$ cat src/rtl/e15_prog_loader.sv
// rtl/e15_prog_loader.sv - E15 instruction-memory loader: packs nibbles into 12-bit words and holds the core until loaded.
// Optional trailing XOR checksum nibble enabled by defining E15_LOAD_CHECKSUM_EN.
module e15_prog_loader #(
    parameter int         DEPTH      = 16,
    parameter logic [3:0] START_ADDR = 4'd0
) (
    input  logic        clk,
    input  logic        rst,
    input  logic        start,
    input  logic [3:0]  in_nib,
    input  logic        in_valid,
    output logic        in_ready,
    output logic        wr_en,
    output logic [3:0]  wr_addr,
    output logic [11:0] wr_data,
    output logic        cpu_hold,
    output logic        done,
    output logic        err
);

    typedef enum logic [2:0] {
        S_IDLE  = 3'd0,
        S_LOAD  = 3'd1,
        S_CHECK = 3'd2,
        S_DONE  = 3'd3,
        S_ERR   = 3'd4
    } state_t;

    state_t      state;
    state_t      state_next;
    logic [1:0]  nib_cnt;
    logic [4:0]  word_cnt;
    logic [7:0]  part;
    logic [3:0]  next_addr;
    logic        take;
    logic        last_nib;
    logic        last_word;
    logic        begin_load;

`ifdef E15_LOAD_CHECKSUM_EN
    logic [3:0]  csum;
`endif

    assign take       = in_valid & in_ready;
    assign last_nib   = (nib_cnt == 2'd2);
    assign last_word  = (word_cnt == 5'(DEPTH - 1));
    // start is honoured only between images; mid-image pulses fall through
    assign begin_load = start && (state == S_IDLE || state == S_DONE || state == S_ERR);

    always_ff @(posedge clk) begin
        if (rst) begin
            state <= S_IDLE;
        end else begin
            state <= state_next;
        end
    end

    always_comb begin
        state_next = state;
        case (state)
            S_IDLE, S_DONE, S_ERR: begin
                if (start) begin
                    state_next = S_LOAD;
                end
            end
            S_LOAD: begin
                if (take && last_nib && last_word) begin
`ifdef E15_LOAD_CHECKSUM_EN
                    state_next = S_CHECK;
`else
                    state_next = S_DONE;
`endif
                end
            end
            S_CHECK: begin
`ifdef E15_LOAD_CHECKSUM_EN
                if (take) begin
                    state_next = (in_nib == csum) ? S_DONE : S_ERR;
                end
`else
                state_next = S_IDLE;
`endif
            end
            default: state_next = S_IDLE;
        endcase
    end

    always_comb begin
        in_ready = (state == S_LOAD) || (state == S_CHECK);
        cpu_hold = (state != S_DONE);
        done     = (state == S_DONE);
`ifdef E15_LOAD_CHECKSUM_EN
        err      = (state == S_ERR);
`else
        err      = 1'b0;
`endif
    end

    always_ff @(posedge clk) begin
        if (rst) begin
            nib_cnt   <= 2'd0;
            word_cnt  <= 5'd0;
            part      <= 8'd0;
            next_addr <= START_ADDR;
            wr_en     <= 1'b0;
            wr_addr   <= START_ADDR;
            wr_data   <= 12'd0;
`ifdef E15_LOAD_CHECKSUM_EN
            csum      <= 4'd0;
`endif
        end else begin
            wr_en <= 1'b0;
            if (begin_load) begin
                nib_cnt   <= 2'd0;
                word_cnt  <= 5'd0;
                part      <= 8'd0;
                next_addr <= START_ADDR;
                wr_addr   <= START_ADDR;
`ifdef E15_LOAD_CHECKSUM_EN
                csum      <= 4'd0;
`endif
            end else if (state == S_LOAD && take) begin
`ifdef E15_LOAD_CHECKSUM_EN
                csum <= csum ^ in_nib;
`endif
                if (last_nib) begin
                    wr_en     <= 1'b1;
                    wr_data   <= {part, in_nib};
                    wr_addr   <= next_addr;
                    next_addr <= next_addr + 4'd1;
                    nib_cnt   <= 2'd0;
                    word_cnt  <= word_cnt + 5'd1;
                end else begin
                    part    <= {part[3:0], in_nib};
                    nib_cnt <= nib_cnt + 2'd1;
                end
            end
        end
    end

endmodule

$ cat config.mk
export PLATFORM = sky130hd
export DESIGN_NAME = e15_prog_loader
export DESIGN_NICKNAME = d
export VERILOG_FILES = /design/src/rtl/e15_prog_loader.sv
export SDC_FILE = /design/constraint.sdc
export NUM_CORES = 1
export LEC_CHECK = 0
export CAP_MARGIN = 20
export CORE_ASPECT_RATIO = 0.5
export CORE_MARGIN = 5
export CORE_UTILIZATION = 50
export CTS_BUF_LIST = sky130_fd_sc_hd__clkbuf_2 sky130_fd_sc_hd__clkbuf_4 sky130_fd_sc_hd__clkbuf_8
export DETAILED_ROUTE_END_ITERATION = 7
export HOLD_SLACK_MARGIN = 0.1
export PLACE_DENSITY = 0.77
export SYNTH_ARGS = -nofsm -noshare
export SYNTH_HDL_FRONTEND = slang
export SYNTH_SLANG_ARGS = --single-unit
$ cat constraint.sdc
create_clock -name clk -period 2.52 [get_ports clk]
set_input_delay 0.504 -clock clk [delete_from_list [all_inputs] [get_ports clk]]
set_output_delay 0.504 -clock clk [all_outputs]
set_load 0.01 [all_outputs]
==> results of run 1 <==
-- where the power goes --
group          internal [uW]  switching, uW  total, uW
Sequential               625           24.9        650
Clock                    212            182        393
Combinational            138            192        330
Total                    975            399       1370
-- worst max-delay path, delay by kind of cell (launching register included) --
family     cells  cell delay, ns
buf+inv        3            0.68
flops          1            0.40
fa+ha+maj      1            0.35
-- state kept, by name, indices dropped and copies added (netlist names) --
register,count
wr_data,12
part,8
word_cnt,5
next_addr,4
wr_addr,4
nib_cnt,2
state,2
wr_en,1
-- layout make-up --
class,count,area [um^2]
Multi-Input combinational cell,132,760.7
Tap cell,40,50.05
Inverter,7,26.28
Sequential cell,38,760.7
Clock buffer,7,83.83
Fill cell,263,1051
Timing Repair Buffer,33,315.3
-- routing by layer --
metal / up-vias / track usage / part of all wire / wire length (um)
met3: 4 / 0.04776 / 0.058 / 186
met2: 37 / 0.2330 / 0.43 / 1376
met5: - / 0 / 0 / 0
met4: 0 / 0.04455 / 0.0077 / 25
li1: 709 / - / - / -
met1: 624 / 0.2057 / 0.51 / 1642
-- per-stage QoR --
step | area [um^2] | setup WS [ns] | utilization | power (uW) | hold slack, ns
after floorplan | 1614 | 0.9658 | - | 898.1 | 0.4370
after global placement | 1913 | 0.5950 | 0.6277 | 983.6 | 0.4480
after detailed placement | 1913 | 0.5666 | 0.6277 | 994.4 | 0.4487
after CTS | 1997 | 0.2998 | 0.6552 | 1390 | 0.4575
after global routing | 1997 | 0.2350 | 0.6552 | 1456 | 0.4796
final | 1997 | 0.3146 | 0.6552 | 1373 | 0.4559
-- cell families after synthesis --
| family | count (synthesis) | share of synthesized area |
|---|---|---|
| other cells | 1 | 0.002323 |
| mux | 3 | 0.02170 |
| fa+ha+maj | 7 | 0.05426 |
| buf+inv | 21 | 0.05737 |
| flops | 38 | 0.4713 |
| compound gates | 57 | 0.1892 |
| simple gates | 62 | 0.1930 |
| xor+xnor | 2 | 0.01085 |
-- final timing paths --
kind                    from     endpoint  slack [ns]  depth (start not counted)
setup / recovery    state[0]     in_ready        0.31                          4
hold / removal    wr_addr[0]   wr_addr[0]        0.46                          2
setup reg to reg    state[0]  word_cnt[4]        0.79                          6
hold reg to reg   wr_addr[0]   wr_addr[0]        0.46                          2
-- placed cells by master, fill, tap and decap left out, types with 4 or more instances in the layout --
master           Yosys  layout
nand2b_1             4       4
ha_1                 7       7
inv_1                6       6
clkbuf_8             0       5
nand2_1             17      17
nand3_1             22      22
o21ai_0             10      10
buf_4                1       6
clkdlybuf4s50_1      0      27
dfxtp_1             38      38
nor2_1               6       6
or3_1                4       4
a21oi_1             31      31
o21ai_1             14      14
==> out/results.ini, run 1 <==
[clock_tree]
root_buffer=clkbuf_8
cts_max_level=2
cts_tree=built
cts_resized=0
numClockSinks=38
clk_latency_ns=0.28
numCtsBuffers=5
hold_buffers=0
postCtsSetupBuffers=0
cts_buffer_depth=2
clk_pin_slew_ns=0.07

[placed_design]
dp.cells=250
port_buffers=27
gp_congestion=0.8049
hpwl_mm=2.312

[synthesis]
synth_edf_count=0
synth.avg_cell_area_um2=8.451
syn-num-nets=206
netlist_area_um2=1614
yosys.area.top_type=dfxtp_1
synthCells=191
yosysMostFrequentCell=dfxtp_1
ys_ff_latch=38
yosysTopAreaCellShare=0.4713
yosysWarningCount=0
synth-seq-area-share=0.4713
synth_cell_types=30
synth_flop_cell=dfxtp_1
async_flop_share=0
yosys-top-cells-count=dfxtp_1 (38), a21oi_1 (31), nand3_1 (22), nand2_1 (17), o21ai_1 (14)
synth.area.top_cells=dfxtp_1 (47%), a21oi_1 (9.6%), nand3_1 (6.8%)

[power]
powerDensity_nw_per_um2=687.7
peakVddDrop_uv=440.7
leakagePower_uw=0.0006860

[timing]
finalMaxSlewViolations=0
setup_viol=0
fin_skew_ns=0.005414
period_share=0.8752
fin_crit_ns=2.205
fmax_ghz=0.4534
rsz0062_at_grt=no
setup_tns_ns=0
hold_viol_final=0

[detailed_routing]
vias=1374
wl_per_cell_um=12.57
drtAntennaViolNets=0
drc=0
via_per_inst=5.346
totalWireLength_mm=3.231
drt_iter0_drc=86
first_pass_iters=5

[critical_path]
crit_arrival_ns=1.70
startpoint_type=flop
slowest_stage=clkdlybuf4s50_1
crit_path_frequent_cell=inv_1
crit_type=reg -> out
endpoint_kind=output pin
max_stage_delay_ns=0.53
critical_path_required_ns=2.02
crit_fanout=5
path_cells=inv_1 -> ha_1 -> inv_1 -> clkdlybuf4s50_1

[floorplan]
die_w_um=90.35
coreArea_um2=3048
die-area_um2=4533
die_h_um=50.18
rows=14
pin_count=29
initial_utilization=0.5296

[final_layout]
fin_nets=232
drive_gt1_frac=0.07373
area_delta_synth_final_pct=23.72
num_antenna_cells=0
stdcell_count=257

[grt]
grt_usage=0.1512
grt_max_degree=24
overflow=0
antenna_found_initial=0
grt_pass1_vias=1212
grt_pass1_wl_mm=5.623

[run_status]
outcome=complete, no violations

[hold_path]
min_path_type=reg -> reg

[flow_run]
drv_cap=0

(Power assumes the default switching activity.)
==> run 2, diff against run 1 <==
--- a/config.mk
+++ b/config.mk
@@ -5,14 +5,17 @@
 export SDC_FILE = /design/constraint.sdc
 export NUM_CORES = 1
 export LEC_CHECK = 0
+export ABC_AREA = 1
 export CAP_MARGIN = 20
 export CORE_ASPECT_RATIO = 0.5
 export CORE_MARGIN = 5
 export CORE_UTILIZATION = 50
 export CTS_BUF_LIST = sky130_fd_sc_hd__clkbuf_2 sky130_fd_sc_hd__clkbuf_4 sky130_fd_sc_hd__clkbuf_8
+export CTS_CLUSTER_DIAMETER = 50
 export DETAILED_ROUTE_END_ITERATION = 7
 export HOLD_SLACK_MARGIN = 0.1
 export PLACE_DENSITY = 0.77
 export SYNTH_ARGS = -nofsm -noshare
 export SYNTH_HDL_FRONTEND = slang
 export SYNTH_SLANG_ARGS = --single-unit
+export TNS_END_PERCENT = 5
==> run 2 against run 1 <==
Net effect: wire length is 1.5% higher; synthesized cell count is 7.3% higher; sequential cell count stayed put; via count is 1.3% higher; design area is 1.3% lower; hold slack better by 0.0081 ns; global-route usage is 0.26 points higher; sequential power is 5.2% higher; register-to-register slack worse by 0.12 ns; count of clock-buffer cells in the layout is 2 lower; sequential share of layout area is 0.48 points higher; critical path depth stayed put; critical path type unchanged.
==> out/results.ini, run 2 <==
[run_status]
outcome=complete, no violations

[floorplan]
rows=14
initial_utilization=0.5263
die-area_um2=4510
pin_count=29
coreArea_um2=3048
die_h_um=50.05
die_w_um=90.10

[final_layout]
max_flop_register=wr_data
fin_nets=250
num_antenna_cells=0
layout_commonest_cell=dfxtp_1
area_delta_synth_final_pct=22.93
drive_gt1_frac=0.06809
final_cell_mix=dfxtp_1 (38), nand2_1 (34), nor2_1 (27), clkdlybuf4s50_1 (27), a21oi_1 (26)
reg_top3=wr_data (12), part (8), word_cnt (5)
largest_register_ffs=12

[critical_path]
path_buf_inv=3
crit_type=reg -> out
rr_endpoint=wr_data[6]
critical_path_required_ns=2.02
crit_arrival_ns=1.69
crit_cells=4
rrSetupSlack_ns=0.67
max_stage_delay_ns=0.53
r2r_cells=7
crit_path_frequent_cell=inv_1
startpoint_type=flop
r2r_start=state[1]
slowest_stage=clkdlybuf4s50_1
path_cells=inv_1 -> ha_1 -> inv_1 -> clkdlybuf4s50_1
crit_fanout=4
crit_end=in_ready
crit_start=state[0]
endpoint_kind=output pin
critical_path.top_delay_family=buffers and inverters

[synthesis]
synth_cell_types=22
synth.avg_cell_area_um2=7.825
synthCells=205
yosys.area.top_type=dfxtp_1
synth.area.top_cells=dfxtp_1 (47%), a21oi_1 (8.1%), nand2_1 (8.0%)
netlist_area_um2=1604
yosys-top-cells-count=dfxtp_1 (38), nand2_1 (34), nor2_1 (27), a21oi_1 (26), nand3_1 (19)
async_flop_share=0
synth_flop_cell=dfxtp_1
yosysMostFrequentCell=dfxtp_1
synth-seq-area-share=0.4743
yosysTopAreaCellShare=0.4743
yosysWarningCount=0
syn-num-nets=220
ys_ff_latch=38
synth_edf_count=0

[detailed_routing]
drt_iter0_drc=66
first_pass_iters=4
vias=1392
wl_per_cell_um=11.92
drtAntennaViolNets=0
drc=0
totalWireLength_mm=3.278
via_per_inst=5.062

[clock_tree]
clk_latency_ns=0.28
cts_buffer_depth=2
cts_resized=0
postCtsSetupBuffers=0
root_buffer=clkbuf_8
cts_max_level=2
cts_tree=built
numClockSinks=38
clk_pin_slew_ns=0.07
hold_buffers=0
numCtsBuffers=5

[timing]
worst_slack_ns=0.3238
whs_ns=0.4639
setup_tns_ns=0
fmax_ghz=0.4553
setup_viol=0
fin_crit_ns=2.196
hold_viol_final=0
period_share=0.8715
finalMaxSlewViolations=0
fin_skew_ns=0.005950
rsz0062_at_grt=no

[power]
pwr-share-comb=0.259
leakagePower_uw=0.0007810
internal_power_uw=976.8
switchingPower_uw=472.6
powerDensity_nw_per_um2=735.0
peakVddDrop_uv=573.9
power_frac_clock=0.269
switching_share=0.3261
pwr-share-seq=0.472
fin_total_pwr_uw=1449

[grt]
grt_usage=0.1538
grt_max_degree=19
overflow=0
antenna_found_initial=0
grt_pass1_vias=1268
grt_pass1_wl_mm=5.768

[placed_design]
port_buffers=27
gp_congestion=0.7878
hpwl_mm=2.386
pre_cts_ws_ns=0.2933

[flow_run]
drv_cap=0

[hold_path]
min_path_type=reg -> reg

-- run 2: worst min-delay path by stage --
| stage | cells after the start | slack [ns] | endpoint | startpoint |
|---|---|---|---|---|
| after global placement | 2 | 0.45 | wr_data[6] | wr_data[6] |
| after CTS | 2 | 0.47 | wr_data[2] | wr_data[2] |
| after floorplan | 2 | 0.44 | word_cnt[2] | word_cnt[2] |
| after detailed placement | 2 | 0.45 | wr_data[5] | wr_data[5] |
| after global routing | 2 | 0.48 | wr_data[8] | wr_data[8] |
| final | 2 | 0.46 | wr_data[5] | wr_data[5] |
-- run 2: cell type report --
cell class / count / area [um^2]
clock inverters: 2 / 10.01
well taps: 40 / 50.05
repair buffers: 31 / 300.3
fillers: 259 / 1076
multi-input cells: 141 / 714.4
flip-flops and latches: 38 / 760.7
clock buffers: 5 / 68.82
inverters: 18 / 67.56
-- run 2: layer usage --
layer	vias to the layer above	wire length [um]	global-route usage
li1	725	-	-
met1	636	1633	0.1960
met2	23	1446	0.2476
met3	8	146	0.04863
met4	0	51	0.05198
met5	-	0	0
-- run 2: power groups by stage --
stage	clock, uW	combinational [uW]	sequential [uW]
CTS	397	377	684
global route	421	428	691
global placement	0	364	695
finish	389	376	684
floorplan	0	260	690
detailed placement	0	375	697
-- run 2: stage by stage --
stage	instance area, um^2	cells	utilization
floorplan	1604	205	-
global placement	1893	268	0.6211
detailed placement	1893	268	0.6211
CTS	1972	275	0.6470
global route	1972	275	0.6470
finish	1972	275	0.6470
-- run 2: worst reg2reg max path, cell delays in order (launching register included) --
cell,delay [ns]
dfxtp_1,0.34
inv_1,0.08
ha_1,0.28
nand2_4,0.12
nor2_4,0.34
nand2_1,0.36
nand2_1,0.15
a21oi_1,0.07
-- run 2: cells by family (layout without fill, tap and decap cells) --
group	count (synthesis)	in the layout	share of synthesized area
other	1	1	0.002338
AND/OR/NAND/NOR	87	87	0.2387
flip-flops	38	38	0.4743
buffers and inverters	26	56	0.08033
adder cells (fa/ha/maj)	7	7	0.05460
AO/OA/AOI/OAI	46	46	0.1498
==> run 3, diff against run 2 <==
--- a/config.mk
+++ b/config.mk
@@ -8,7 +8,6 @@
 export ABC_AREA = 1
 export CAP_MARGIN = 20
 export CORE_ASPECT_RATIO = 0.5
-export CORE_MARGIN = 5
 export CORE_UTILIZATION = 50
 export CTS_BUF_LIST = sky130_fd_sc_hd__clkbuf_2 sky130_fd_sc_hd__clkbuf_4 sky130_fd_sc_hd__clkbuf_8
 export CTS_CLUSTER_DIAMETER = 50
==> run 3 against run 2 <==
Net effect: critical path depth is the same; hold slack improved by 0.0023 ns; clock skew decreased by 0.0026 ns; largest power group unchanged; first-iteration DRC count fell by 11%; maximum frequency down 1.0%; register-to-register slack better by 0.09 ns; via count up 0.36%; design area increased by 0.83%; count of clock-buffer cells in the layout is 2 higher; critical path type unchanged; final cell count up 0.36%.
==> out/results.ini, run 3 (same netlist as run 2, synthesis figures left out) <==
[run_status]
outcome=complete, no violations

[floorplan]
initial_utilization=0.5293
die_w_um=82.10
die_h_um=42.05
rows=14
die-area_um2=3452
coreArea_um2=3030
pin_count=29

[detailed_routing]
drt_iter0_drc=59
first_pass_iters=4
via_per_inst=5.062
wl_per_cell_um=11.67
totalWireLength_mm=3.222
drtAntennaViolNets=0
drc=0
vias=1397

[clock_tree]
cts_max_level=2
root_buffer=clkbuf_8
cts_resized=0
numCtsBuffers=5
postCtsSetupBuffers=0
cts_tree=built
clk_latency_ns=0.29
numClockSinks=38
cts_buffer_depth=2
clk_pin_slew_ns=0.07
hold_buffers=0

[final_layout]
max_flop_register=wr_data
num_antenna_cells=0
fillers=279
fin_nets=250
multiInputGateArea_um2=714.4
reg_top3=wr_data (12), part (8), word_cnt (5)
final_cell_mix=dfxtp_1 (38), nand2_1 (34), nor2_1 (27), clkdlybuf4s50_1 (27), a21oi_1 (26)
largest_register_ffs=12
final_cell_area_um2=1988
drive_gt1_frac=0.07203
regArea_um2=760.7
area_delta_synth_final_pct=23.95
layout_commonest_cell=dfxtp_1

[grt]
overflow=0
antenna_found_initial=0
grt_pass1_wl_mm=5.085
grt_pass1_vias=1177
grt_usage=0.2024
grt_max_degree=19

[power]
leakagePower_uw=0.0007889
peakVddDrop_uv=427.7
power_frac_clock=0.296
powerDensity_nw_per_um2=755.8
pwr-share-seq=0.456
pwr-share-comb=0.248
fin_total_pwr_uw=1503
switching_share=0.3194
switchingPower_uw=480.0
internal_power_uw=1023

[critical_path]
crit_fanout=4
endpoint_kind=output pin
crit_arrival_ns=1.71
critical_path_required_ns=2.02
startpoint_type=flop
crit_type=reg -> out

[flow_run]
drv_cap=0

[timing]
whs_ns=0.4662
period_share=0.8804
fin_crit_ns=2.219
finalMaxSlewViolations=0
setup_tns_ns=0
fin_skew_ns=0.003386
rsz0062_at_grt=no
setup_viol=0
hold_viol_final=0
fmax_ghz=0.4507

[placed_design]
hpwl_mm=2.247
placed_area_um2=1893
gp_congestion=0.7590
port_buffers=27

[hold_path]
min_path_type=reg -> reg

run 3: cell types whose count changed in the layout (fill, tap and decap cells not counted), sizes merged:
cell	before	now
clkbuf	5	7
clkinv	2	1
run 3: power groups by stage:
stage / clock network, uW / logic (uW) / registers, uW
3_3_place_gp: 0 / 360 / 696
2_1_floorplan: 0 / 260 / 690
5_1_grt: 474 / 417 / 691
6_report: 445 / 373 / 685
4_1_cts: 454 / 373 / 685
3_5_place_dp: 0 / 369 / 698
run 3: area by class of cell:
cell class	instances	area share
clock buffers	7	0.04531
repair buffers	31	0.1510
clock inverters	1	0.002517
inverters	18	0.03398
well taps	40	0.02517
multi-input cells	141	0.3593
flip-flops and latches	38	0.3826
run 3: routing by layer:
metal	part of all wire	GRT usage
met1	0.51	0.2559
met3	0.050	0.06522
met2	0.42	0.3091
met4	0.020	0.1053
met5	0	0
run 3: path summary, 6_finish.rpt:
path                   start    endpoint  slack (ns)  cells past startpoint
hold / removal    wr_data[8]  wr_data[8]        0.47                      2
hold reg to reg   wr_data[8]  wr_data[8]        0.47                      2
setup reg to reg    state[1]  wr_data[0]        0.76                      7
setup / recovery    state[0]    in_ready        0.30                      4
run 3: metrics by stage:
| stage | cells | setup WS, ns | utilization |
|---|---|---|---|
| after floorplan | 205 | 1.065 | - |
| after global placement | 268 | 0.4693 | 0.6247 |
| after detailed placement | 268 | 0.3993 | 0.6247 |
| after CTS | 276 | 0.2979 | 0.6561 |
| after global routing | 276 | 0.1924 | 0.6561 |
| final | 276 | 0.3014 | 0.6561 |
run 3: worst max-delay path: stages, from the launching register on:
cell and delay, ns:
dfxtp_1 0.39, inv_1 0.08, ha_1 0.34, inv_1 0.09, clkdlybuf4s50_1 0.53
